**config.mk**
```make
export PLATFORM = sky130hd
export DESIGN_NAME = fp32_sqrt_arbiter
export DESIGN_NICKNAME = d
export VERILOG_FILES = /design/src/rtl/fp32_sqrt_pkg.sv /design/src/rtl/fp32_sqrt_arbiter_rr.sv /design/src/rtl/fp32_sqrt_arbiter.sv
export SDC_FILE = /design/constraint.sdc
export NUM_CORES = 1
export LEC_CHECK = 0
export CORE_UTILIZATION = 39
export CTS_BUF_LIST = sky130_fd_sc_hd__clkbuf_2 sky130_fd_sc_hd__clkbuf_4 sky130_fd_sc_hd__clkbuf_8
export CTS_CLUSTER_DIAMETER = 150
export DETAILED_ROUTE_END_ITERATION = 8
export PLACE_DENSITY = 0.79
export SETUP_SLACK_MARGIN = 0.2
export SYNTH_ARGS = -nofsm -noshare
export SYNTH_HDL_FRONTEND = slang
export SYNTH_SLANG_ARGS = --single-unit
```
**constraint.sdc**
```tcl
create_clock -name clk -period 2.4 [get_ports clk]
set_clock_uncertainty 0.05 [all_clocks]
set_input_delay 0.72 -clock clk [delete_from_list [all_inputs] [get_ports clk]]
set_output_delay 0.72 -clock clk [all_outputs]
set_load 0.02 [all_outputs]
```
**src/rtl/fp32_sqrt_pkg.sv**
```systemverilog
// Shared fp32 constants and helpers for the square-root datapath.
package fp32_sqrt_pkg;

   localparam int          FP32_W        = 32;
   localparam logic [31:0] FP32_QNAN     = 32'h7FC0_0000;
   localparam logic [31:0] FP32_NEG_ZERO = 32'h8000_0000;

   typedef logic [FP32_W-1:0] fp32_t;

   // Negative operand with no real root; -0.0 is excluded because sqrt(-0) = -0.
   function automatic logic fp32_is_neg(input fp32_t x);
      return x[FP32_W-1] && (x != FP32_NEG_ZERO);
   endfunction

endpackage

```
**src/rtl/fp32_sqrt_arbiter_rr.sv**
```systemverilog
// Round-robin arbiter: searches from ptr+1 upward (mod N) for the first request.
module rr_arbiter #(
   parameter int N  = 4,
   parameter int IW = (N > 1) ? $clog2(N) : 1
) (
   input  logic [N-1:0]  req,
   input  logic [IW-1:0] ptr,
   input  logic          en,
   output logic [N-1:0]  grant,
   output logic [IW-1:0] winner
);

   always_comb begin
      logic          found;
      logic [IW:0]   sum;
      logic [IW-1:0] idx;
      found  = 1'b0;
      sum    = '0;
      idx    = '0;
      winner = '0;
      grant  = '0;
      for (int k = 1; k <= N; k++) begin
         sum = {1'b0, ptr} + (IW+1)'(k);
         if (sum >= (IW+1)'(N)) begin
            sum = sum - (IW+1)'(N);
         end
         idx = sum[IW-1:0];
         if (!found && req[idx]) begin
            found  = 1'b1;
            winner = idx;
         end
      end
      if (found && en) begin
         grant[winner] = 1'b1;
      end
   end

endmodule

```
**src/rtl/fp32_sqrt_arbiter.sv**
```systemverilog
// Shares one external combinational fp32 sqrt LUT among N_REQ requesters.
// Optional negative-operand check: define FP32_SQRT_ARB_NEG_CHECK_EN.
module fp32_sqrt_arbiter
   import fp32_sqrt_pkg::*;
#(
   parameter int N_REQ       = 4,
   parameter int ID_W        = 2,
   parameter int PIPE_STAGES = 2
) (
   input  logic                clk,
   input  logic                rst_n,
   input  logic                en,
   input  logic [N_REQ-1:0]    req_valid,
   output logic [N_REQ-1:0]    req_ready,
   input  logic [N_REQ*32-1:0] req_data,
   output fp32_t               sqrt_in,
   input  fp32_t               sqrt_out,
   output logic                rsp_valid,
   output logic [ID_W-1:0]     rsp_id,
   output fp32_t               rsp_data,
`ifdef FP32_SQRT_ARB_NEG_CHECK_EN
   output logic                rsp_err,
`endif
   output logic                busy
);

   logic [N_REQ-1:0] grant;
   logic [ID_W-1:0]  winner;
   logic             hs;

   logic [ID_W-1:0]        ptr_q, ptr_d;
   // Index 0 is the operand register feeding the LUT; 1..PIPE_STAGES carry results.
   logic [PIPE_STAGES:0]   v_q, v_d;
   logic [ID_W-1:0]        id_q  [0:PIPE_STAGES];
   logic [ID_W-1:0]        id_d  [0:PIPE_STAGES];
   fp32_t                  dat_q [0:PIPE_STAGES];
   fp32_t                  dat_d [0:PIPE_STAGES];
`ifdef FP32_SQRT_ARB_NEG_CHECK_EN
   logic [PIPE_STAGES:0]   neg_q, neg_d;
`endif

   // Gating with rst_n keeps req_ready low while reset is held.
   rr_arbiter #(.N(N_REQ), .IW(ID_W)) u_arb (
      .req    (req_valid),
      .ptr    (ptr_q),
      .en     (en & rst_n),
      .grant  (grant),
      .winner (winner)
   );

   assign req_ready = grant;
   assign hs        = |(req_valid & grant);

   always_comb begin
      ptr_d = ptr_q;
      v_d   = v_q;
      id_d  = id_q;
      dat_d = dat_q;
`ifdef FP32_SQRT_ARB_NEG_CHECK_EN
      neg_d = neg_q;
`endif
      if (en) begin
         if (hs) begin
            ptr_d    = winner;
            v_d[0]   = 1'b1;
            id_d[0]  = winner;
            dat_d[0] = req_data[32*int'(winner) +: 32];
`ifdef FP32_SQRT_ARB_NEG_CHECK_EN
            neg_d[0] = fp32_is_neg(req_data[32*int'(winner) +: 32]);
`endif
         end else begin
            v_d[0] = 1'b0;
         end
         for (int k = 1; k <= PIPE_STAGES; k++) begin
            v_d[k]   = v_q[k-1];
            id_d[k]  = id_q[k-1];
            dat_d[k] = (k == 1) ? sqrt_out : dat_q[k-1];
`ifdef FP32_SQRT_ARB_NEG_CHECK_EN
            neg_d[k] = neg_q[k-1];
            if (k == 1 && neg_q[0]) begin
               dat_d[k] = FP32_QNAN;
            end
`endif
         end
      end
   end

   always_ff @(posedge clk or negedge rst_n) begin
      if (!rst_n) begin
         ptr_q <= ID_W'(N_REQ-1);
         v_q   <= '0;
         for (int k = 0; k <= PIPE_STAGES; k++) begin
            id_q[k]  <= '0;
            dat_q[k] <= '0;
         end
`ifdef FP32_SQRT_ARB_NEG_CHECK_EN
         neg_q <= '0;
`endif
      end else begin
         ptr_q <= ptr_d;
         v_q   <= v_d;
         id_q  <= id_d;
         dat_q <= dat_d;
`ifdef FP32_SQRT_ARB_NEG_CHECK_EN
         neg_q <= neg_d;
`endif
      end
   end

   assign sqrt_in   = dat_q[0];
   assign rsp_valid = v_q[PIPE_STAGES];
   assign rsp_id    = id_q[PIPE_STAGES];
   assign rsp_data  = dat_q[PIPE_STAGES];
   assign busy      = |v_q;
`ifdef FP32_SQRT_ARB_NEG_CHECK_EN
   assign rsp_err   = neg_q[PIPE_STAGES];
`endif

endmodule

```
# Yosys cells after proc, flatten, opt, wreduce, memory -nomap -nowiden
# Cells that the tools add are included.
[word_totals]
regBits = 107
inputBits = 167
out_inout_bits = 72
wordCells = 64
[op_classes]
n_addsub = 8
magnitude_cmp = 10
n_shift = 1
n_mux = 24
bitwise = 2
reduce_logical = 11
[op_table]
columns = ["operator", "n"]
rows = [
  ["indexed part select 128 x 8 -> 32 bit", 1],
  ["2-to-1 mux 2 bit", 8],
  ["< comparator 2 x 3 -> 1 bit (second input constant)", 5],
  ["greater-or-equal comparator 3 bit (second input constant)", 4],
  ["2-to-1 mux 1 bit", 10],
  ["binary-select mux 1 bit (select 2 bit)", 4],
  ["subtractor 2 x 1 -> 2 bit (second input constant)", 4],
  ["adder 2 x 2 -> 3 bit (second input constant)", 2],
  ["logical AND 1 bit", 5],
  ["bitwise AND 4 bit", 1],
  ["2-to-1 mux 4 bit", 1],
  ["OR reduction 4 bit", 1],
  ["adder 2 x 1 -> 3 bit (second input constant)", 1],
  ["adder 2 x 3 -> 3 bit (second input constant)", 1],
  ["logical NOT 1 bit", 3],
  ["OR reduction 3 bit", 1],
  ["demux 1 bit (select 2 bit)", 1],
  ["greater-or-equal comparator 2 x 1 -> 1 bit (second input constant)", 1],
  ["AND reduction 2 bit", 1],
  ["bitwise AND 1 bit", 1],
]

# Logic depth before layout (Yosys ltp)
# Gate-level depths: netlist of run 1.
[depth]
ltp_word = 23
depth_mapped = 7
ltp_nobuf = 5

# By module
# A second synthesis of run 1 with hierarchy kept.
[unflattened]
cells_unflattened = 359
area_unflattened_um2 = 5417.7
[by_module_without_submodules]
columns = ["mod", "n_inst", "cells_each", "area_per_inst_um2", "seq_area_each_um2"]
rows = [
  ["fp32_sqrt_arbiter", 1, 337, 5295.1, 2680.1],
  ["rr_arbiter", 1, 22, 122.6, 0.0],
]

# Worst setup path after synthesis of run 1
# No wires, ideal clock.
[synth_timing]
kind = "input to output"
from = "input port en"
to = "output port req_ready[2]"
t_arrival_ns = 1.880
t_required_ns = 1.630
setup_slack_ns = -0.250
path_stages = 5
path_buffers = 2
path_cell_list = "clkbuf_1 -> o311a_1 -> nand2_1 -> buf_2 -> nor2_1"
[synth_via]
elab_chain_len = 3
[synth_lines]
columns = ["element", "line", "text"]
rows = [
  ["start: declaration", "fp32_sqrt_arbiter.sv:12", "input logic en,"],
  ["bitwise AND 1 bit", "fp32_sqrt_arbiter.sv:46", ".en (en & rst_n),"],
  ["logical AND 1 bit", "fp32_sqrt_arbiter_rr.sv:33", "if (found && en) begin"],
  ["2-to-1 mux 4 bit", "fp32_sqrt_arbiter_rr.sv:33", ""],
  ["end: declaration", "fp32_sqrt_arbiter.sv:14", "output logic [N_REQ-1:0] req_ready,"],
]
# No other way between the ends.

# Worst setup path in the final report of run 1
[layout_timing]
from = "input port req_valid[0]"
to = "output port req_ready[3]"
[layout_via]
elab_chain_len = 17
elab_cells_between_ends = 29
classes_between = "order compare: 2; mux: 19; reduce/logical: 8"
[layout_lines]
columns = ["element", "line", "text"]
rows = [
  ["start: declaration", "fp32_sqrt_arbiter.sv:13", "input logic [N_REQ-1:0] req_valid,"],
  ["binary-select mux 1 bit (select 2 bit)", "fp32_sqrt_arbiter_rr.sv:28", "if (!found && req[idx]) begin"],
  ["2-to-1 mux 1 bit (not written as such)", "fp32_sqrt_arbiter_rr.sv:28", ""],
  ["2-to-1 mux 1 bit", "fp32_sqrt_arbiter_rr.sv:28", ""],
  ["logical NOT 1 bit", "fp32_sqrt_arbiter_rr.sv:28", ""],
  ["logical AND 1 bit", "fp32_sqrt_arbiter_rr.sv:28", ""],
  ["2-to-1 mux 1 bit", "fp32_sqrt_arbiter_rr.sv:28", ""],
  ["logical NOT 1 bit", "fp32_sqrt_arbiter_rr.sv:28", ""],
  ["logical AND 1 bit", "fp32_sqrt_arbiter_rr.sv:28", ""],
  ["2-to-1 mux 1 bit", "fp32_sqrt_arbiter_rr.sv:28", ""],
  ["logical NOT 1 bit", "fp32_sqrt_arbiter_rr.sv:28", ""],
  ["logical AND 1 bit", "fp32_sqrt_arbiter_rr.sv:28", ""],
  ["2-to-1 mux 2 bit", "fp32_sqrt_arbiter_rr.sv:28", ""],
  ["< comparator 2 x 3 -> 1 bit (not written as such) / greater-or-equal comparator 2 x 1 -> 1 bit (equally long branches)", "fp32_sqrt_arbiter_rr.sv:34", "grant[winner] = 1'b1;"],
  ["logical AND 1 bit (not written as such)", "fp32_sqrt_arbiter_rr.sv:34", ""],
  ["2-to-1 mux 1 bit (not written as such)", "fp32_sqrt_arbiter_rr.sv:34", ""],
  ["demux 1 bit (select 2 bit)", "-", ""],
  ["2-to-1 mux 4 bit (*)", "fp32_sqrt_arbiter_rr.sv:33", ""],
]
# Every way passes the cells marked *; elsewhere a longest branch is shown, timed or not. The select of a mux whose other input is x is not followed.

==> results of run 1 <==
## metal layers
| metal | GRT usage (%) | up-vias | wire length [um] |
|---|---|---|---|
| met5 | 0 | - | 10 |
| li1 | - | 1842 | - |
| met4 | 7.52 | 2 | 344 |
| met1 | 21.1 | 1952 | 5220 |
| met2 | 33.8 | 161 | 7030 |
| met3 | 6.56 | 29 | 1180 |
## path summary, 6_finish.rpt
path                           endpoint  slack (ns)  depth (start not counted)
hold / removal               sqrt_in[4]        0.34                          2
setup reg to reg             sqrt_in[6]        0.29                          7
setup / recovery           req_ready[3]       -0.21                          5
min in group clk            sqrt_in[17]        0.45                          2
hold reg to reg             sqrt_in[17]        0.45                          2
max in group asynchronous  rsp_data[27]        0.69                          3
## flip-flops by register name, summed over array words and instances, names as in the netlist
signal and cells:
id_q 4, sqrt_in 32, dat_q 32, ptr_q 2
rsp_id 2, rsp_data 32, v_q 3
## through the flow
| stage | TNS [ns] | worst slack, ns | utilization (%) |
|---|---|---|---|
| after CTS | -0.898 | -0.238 | 58.8 |
| after detailed placement | -27.92 | -1.16 | 56.6 |
| after global placement | -24.33 | -1.07 | 56.6 |
| final | -0.769 | -0.213 | 59.6 |
| after global routing | -1.12 | -0.295 | 59.6 |
| after floorplan | -0.0111 | -0.0111 | - |
## power groups by stage
stage               clock [mW]  combinational [mW]  sequential (mW)
global route              1.16                2.32             2.37
CTS                       1.09                2.11             2.32
floorplan                    0                1.42             2.30
detailed placement           0                2.06             2.35
global placement             0                2.02             2.33
finish                    1.04                2.18             2.31
## area by class of cell
type                    count  area (um^2)
clock buffers              10          131
clock inverters             6         48.8
fillers                  1104         5380
inverters                   2         7.51
multi-input cells         228         2180
flip-flops and latches    107         2680
well taps                 176          220
repair buffers            267         2650
## cell usage after synthesis
cell type,instances,share of area [%]
a31oi_1,1,0.12
inv_1,2,0.14
nand2b_1,3,0.35
o21ai_0,1,0.094
a21boi_0,1,0.14
buf_6,2,0.42
clkbuf_1,8,0.56
o221ai_2,1,0.28
or2_2,1,0.12
dfstp_2,2,0.99
o221ai_1,32,5.3
buf_2,10,0.94
dfrtp_1,105,49
and3_1,2,0.23
mux2i_1,65,12
o2bb2ai_1,1,0.16
o311ai_2,1,0.31
or3_1,1,0.12
mux2_2,70,15
nor2_1,5,0.35
nor2b_1,1,0.12
nand2_1,38,2.7
buf_4,70,9.9
o311a_1,1,0.19
a21oi_1,3,0.28
## logic make-up (layout without fill, tap and decap cells)
kind of cell	Yosys count	in the layout	share of synthesized area (%)
compound gates	42	42	6.83
buf+inv	92	285	11.9
flops	107	107	50.3
mux	135	135	27.0
simple gates	51	51	3.97
## timing repair
action / in CTS / in global routing
endpoints found under the hold margin: 0 / 0
setup endpoints to repair: 41 / 34
buffers inserted: 5 / 1
cloned: 0 / 3
resized for setup: 58 / 9
pin swaps: 9 / 2
==> results.md, run 1 <==
* Status: finished, violations left
* Failing checks: negative setup slack
* RSZ-0062 raised after global routing: yes
* Placed Cells incl. Taps at 771
* Total track usage at 19.2%
* Synthesized Nets at 594
* Synthesis-stage register bit count at 107
* Non-filler cells, final at 796
* Share of cells above drive strength 1 at 23.7%
* CP required at 1.63 ns
* HPWL Detailed at 9.83 mm
* GP Congestion at 0.830
* Crit Path Class: in -> out
* VDD IR max at 0.000391 V
* Count of final hold-check violations at 0
* Final Slew Violations at 0
* Initial antenna violation count at 1
* Starting density of the core at 40.1%
* Reg clk slew, reported paths at 0.11 ns
* Ports at 239
* CP bufs+invs at 3
* Largest net degree at the start of global routing at 75
* Wire length per cell at 17.3 um
* Vias per Instance at 5.01
* Most frequent cells in the layout: 224 x clkdlybuf4s50_1, 105 x dfrtp_1, 70 x mux2_2
* Total Power at 5.53 mW
* Setup crit end kind: primary output
* Relative slew slack at 39.9%
* Worst-path cell chain: dlygate4sd2_1 -> buf_6 -> o311a_4 -> and3_4 -> buf_6
* Most common cell on crit path: buf_6
* Slew of the pin with the lowest slew margin at 0.901 ns
* Antenna cells at 0
* Post-route ant nets at 0
* Maxcap violations at 0
* Vias in the first global route at 4,311
* YS warnings at 0
* Worst R2R Start: ptr_q[1]
* Area grow syn2layout at 48.6%
* Startpoint Class: input port
* Die area at 0.0141 mm^2
* Final setup viols at 4
* CP delay by family, top: buffers and inverters
* CP Max Fanout at 5
* Critical Path Max Stage Delay at 0.40 ns
* Syn avg cell area at 12.5 um^2
* Htree depth at 3
* Period utilisation layout at 109%
* Worst endpoint data arrival time at 1.84 ns
* Routed via count at 3,986
* Rows at 42
* Grt ovf at 0
* Leak Pwr at 3.41 nW
* CP startpoint: req_valid[0]
* Final #Nets at 782
* Switching share of power at 32.6%
* CTS tree: built
* Clk network pwr share at 18.8%
* Detailed-route wire length at 13.8 mm
* Seq/Total Area, Yosys at 50.3%
* Mapped Cells at 427
* Distinct cells, synth at 25
* Final worst slack at -0.213 ns
* IO buf count at 238
* Worst-Skew Late Latency at 0.37 ns
* CP max stage cell: o311a_4
* Switch Pwr at 1.80 mW
* DP Area at 0.00752 mm^2
* Tmin final at 2.61 ns
* HP Class: in -> async
* Deepest clock path buffer count at 2
* Flop pwr share at 41.8%
* DR DRC count at 0
* Pint at 3.73 mW
* Die span in y at 119 um
* Achievable frequency at 383 MHz
* Power Density at 699 mW/mm^2
* Core area at 0.0133 mm^2
* Clock Sinks at 107
* CTS Buf Count at 9
* Clock Root Buffer: clkbuf_8
* Commonest non-fill, non-tap cell in the layout: clkdlybuf4s50_1
* Die Wd at 119 um
* Fin area at 0.00792 mm^2
* Drt first pass iters at 4
* Synth Cell Area at 0.00533 mm^2
* Initial detailed-routing violation count at 140
* Hold Buf Count CTS at 0
* First-pass GRT wire length at 21.4 mm
* Combinational Power Share at 39.4%
* Hold Slack at 0.344 ns
(Power assumes the default switching activity.)
==> inputs of run 2 (changes only) <==
Settings changed: HOLD_SLACK_MARGIN from default to 0.06, TNS_END_PERCENT from default to 20.
==> run 2 against run 1 <==
  * The flow still finishes with violations (negative setup slack)
  * Power increased by 2.7%
  * Via count decreased by 2.3%
  * Maximum frequency shrank 2.6%
  * Sequential cell count stayed put
  * Largest power group unchanged
  * Combinational power about the same
  * First-iteration DRC count fell by 21%
  * Sequential share of layout area decreased by 0.23 points
  * Critical endpoint unchanged
  * Die area unchanged
==> results.md, run 2 (same netlist as run 1, synthesis figures left out) <==
* RSZ-0062 raised after global routing: yes
* Hold Buf Count CTS at 0 (unchanged)
* Core area at 0.0133 mm^2 (unchanged)
* Setup crit end kind: primary output
* CP required at 1.63 ns (about the same)
* Status: finished, violations left
* Total Power at 5.68 mW (+2.7%)
* Commonest non-fill, non-tap cell in the layout: clkdlybuf4s50_1
* Reg clk slew, reported paths at 0.10 ns (about the same)
* Ports at 239 (unchanged)
* Final Slew Violations at 0 (unchanged)
* Achievable frequency at 373 MHz (-2.6%)
* Worst R2R Start: ptr_q[1]
* Worst-Skew Late Latency at 0.38 ns (about the same)
* Placed Cells incl. Taps at 766 (-0.65%)
* Startpoint Class: input port
* Vias in the first global route at 4,168 (-3.3%)
* Detailed-route wire length at 13.9 mm (+1.2%)
* Initial detailed-routing violation count at 111 (-21%)
* Drt first pass iters at 4 (unchanged)
* Power Density at 713 mW/mm^2 (+2.0%)
* GP Congestion at 0.797 (-3.9%)
* Clock Sinks at 107 (unchanged)
* Share of cells above drive strength 1 at 23.1% (-0.62 points)
* CP max stage cell: o311a_4
* Final worst slack at -0.281 ns (-0.0684 ns)
* Wire length per cell at 17.6 um (+1.8%)
* Setup_tns at -0.963 ns (-0.194 ns)
* CTS Buf Count at 9 (unchanged)
* DR DRC count at 0 (unchanged)
* Crit Path Class: in -> out
* Count of final hold-check violations at 0 (unchanged)
* Worst endpoint data arrival time at 1.91 ns (+0.07 ns)
* R2r worst-path depth at 8 (+1)
* # fillers at 1,071 (-3.0%)
* Dpl ws at -0.985 ns (+0.175 ns)
* Critical Path Max Stage Delay at 0.42 ns (+0.02 ns)
* Largest net degree at the start of global routing at 73 (-2.7%)
* VDD IR max at 0.000616 V (+58%)
* CP bufs+invs at 3 (unchanged)
* Slew of the pin with the lowest slew margin at 0.890 ns (-0.0110 ns)
* Total track usage at 19.5% (+0.29 points)
* Clock Root Buffer: clkbuf_8
* Rows at 42 (unchanged)
* FF-to-FF setup slack at 0.23 ns (-0.06 ns)
* Routed via count at 3,894 (-2.3%)
* Period utilisation layout at 112% (+2.9 points)
* Htree depth at 3 (unchanged)
* Fin util at 60.0% (+0.41 points)
* IO buf count at 238 (unchanged)
* Failing checks: negative setup slack
* Antenna cells at 0 (unchanged)
* Hold Slack at 0.422 ns (+0.0778 ns)
* DP Area at 0.00749 mm^2 (-0.43%)
* Final setup viols at 4 (unchanged)
* Relative slew slack at 40.7% (+0.73 points)
* Tmin final at 2.68 ns (+0.0684 ns)
* Starting density of the core at 40.1% (unchanged)
* HPWL Detailed at 9.85 mm (+0.24%)
* Vias per Instance at 4.92 (-1.7%)
* CP delay by family, top: buffers and inverters
* CP Max Fanout at 5 (unchanged)
* Area grow syn2layout at 49.6%
* Final #Nets at 777 (-0.64%)
* CTS tree: built
* Grt ovf at 0 (unchanged)
* Worst-path cell chain: clkdlybuf4s15_2 -> buf_4 -> o311a_4 -> and3_4 -> buf_12
* Initial antenna violation count at 1 (unchanged)
* Die area at 0.0141 mm^2 (unchanged)
* Deepest clock path buffer count at 2 (unchanged)
* Most frequent cells in the layout: 209 x clkdlybuf4s50_1, 105 x dfrtp_1, 70 x mux2_2
* Die span in y at 119 um (unchanged)
* FF-to-FF End: sqrt_in[24]
* Non-filler cells, final at 791 (-0.63%)
* Die Wd at 119 um (unchanged)
* Post-route ant nets at 0 (unchanged)
* Fin area at 0.00797 mm^2 (+0.70%)
* Maxcap violations at 0 (unchanged)
* Leak Pwr at 3.55 nW (+4.0%)
* HP Class: in -> async
* First-pass GRT wire length at 21.4 mm (unchanged)
[run 2: layer usage]
metal  share of wire [%]  vias to the layer above  track usage, %
li1                    -                     1823               -
met2                  52                      148            35.7
met5                   0                        -               0
met4                 1.3                        0            4.27
met3                 9.2                       12            8.29
met1                  37                     1911            20.5
[run 2: report_power, final]
group          leakage [nW]  internal, mW  switching (mW)
clock                 0.110         0.540           0.632
sequential             1.27          2.14           0.180
combinational          2.16          1.21           0.990
total                  3.55          3.88            1.80
[run 2: cell type report]
type	instances	area, um^2	share of cell area, %
timing repair buffer	262	2700	33.9
tap	176	220	2.76
clock buffer	11	145	1.82
inverter	2	7.51	0.0941
clock inverter	5	67.6	0.847
sequential	107	2680	33.6
multi-input combinational	228	2150	27.0
[run 2: how the worst max path moves through the flow]
stage	depth (start not counted)	slack, ns	start	endpoint
6_report	5	-0.28	req_valid[1]	req_ready[3]
5_1_grt	6	-0.33	ptr_q[1]	req_ready[1]
4_1_cts	6	-0.29	ptr_q[1]	req_ready[1]
3_5_place_dp	6	-0.99	req_valid[3]	req_ready[0]
3_3_place_gp	8	-0.94	req_valid[1]	req_ready[2]
2_1_floorplan	5	-0.01	req_valid[3]	req_ready[1]
[run 2: worst reg2reg max path, cell delays in order, from the launching register on]
cell and delay, ns:
dfstp_2 0.60, nand2b_4 0.15, a21oi_4 0.06, o221ai_4 0.28
buf_12 0.16, buf_4 0.16, buf_16 0.19, mux2i_1 0.25
o221ai_1 0.15
[run 2: timing repair]
item / CTS / global route
resized for setup: 49 / 23
gates cloned: 1 / 2
pin swaps: 7 / 3
buffers inserted: 4 / 2
setup endpoints to repair: 40 / 40
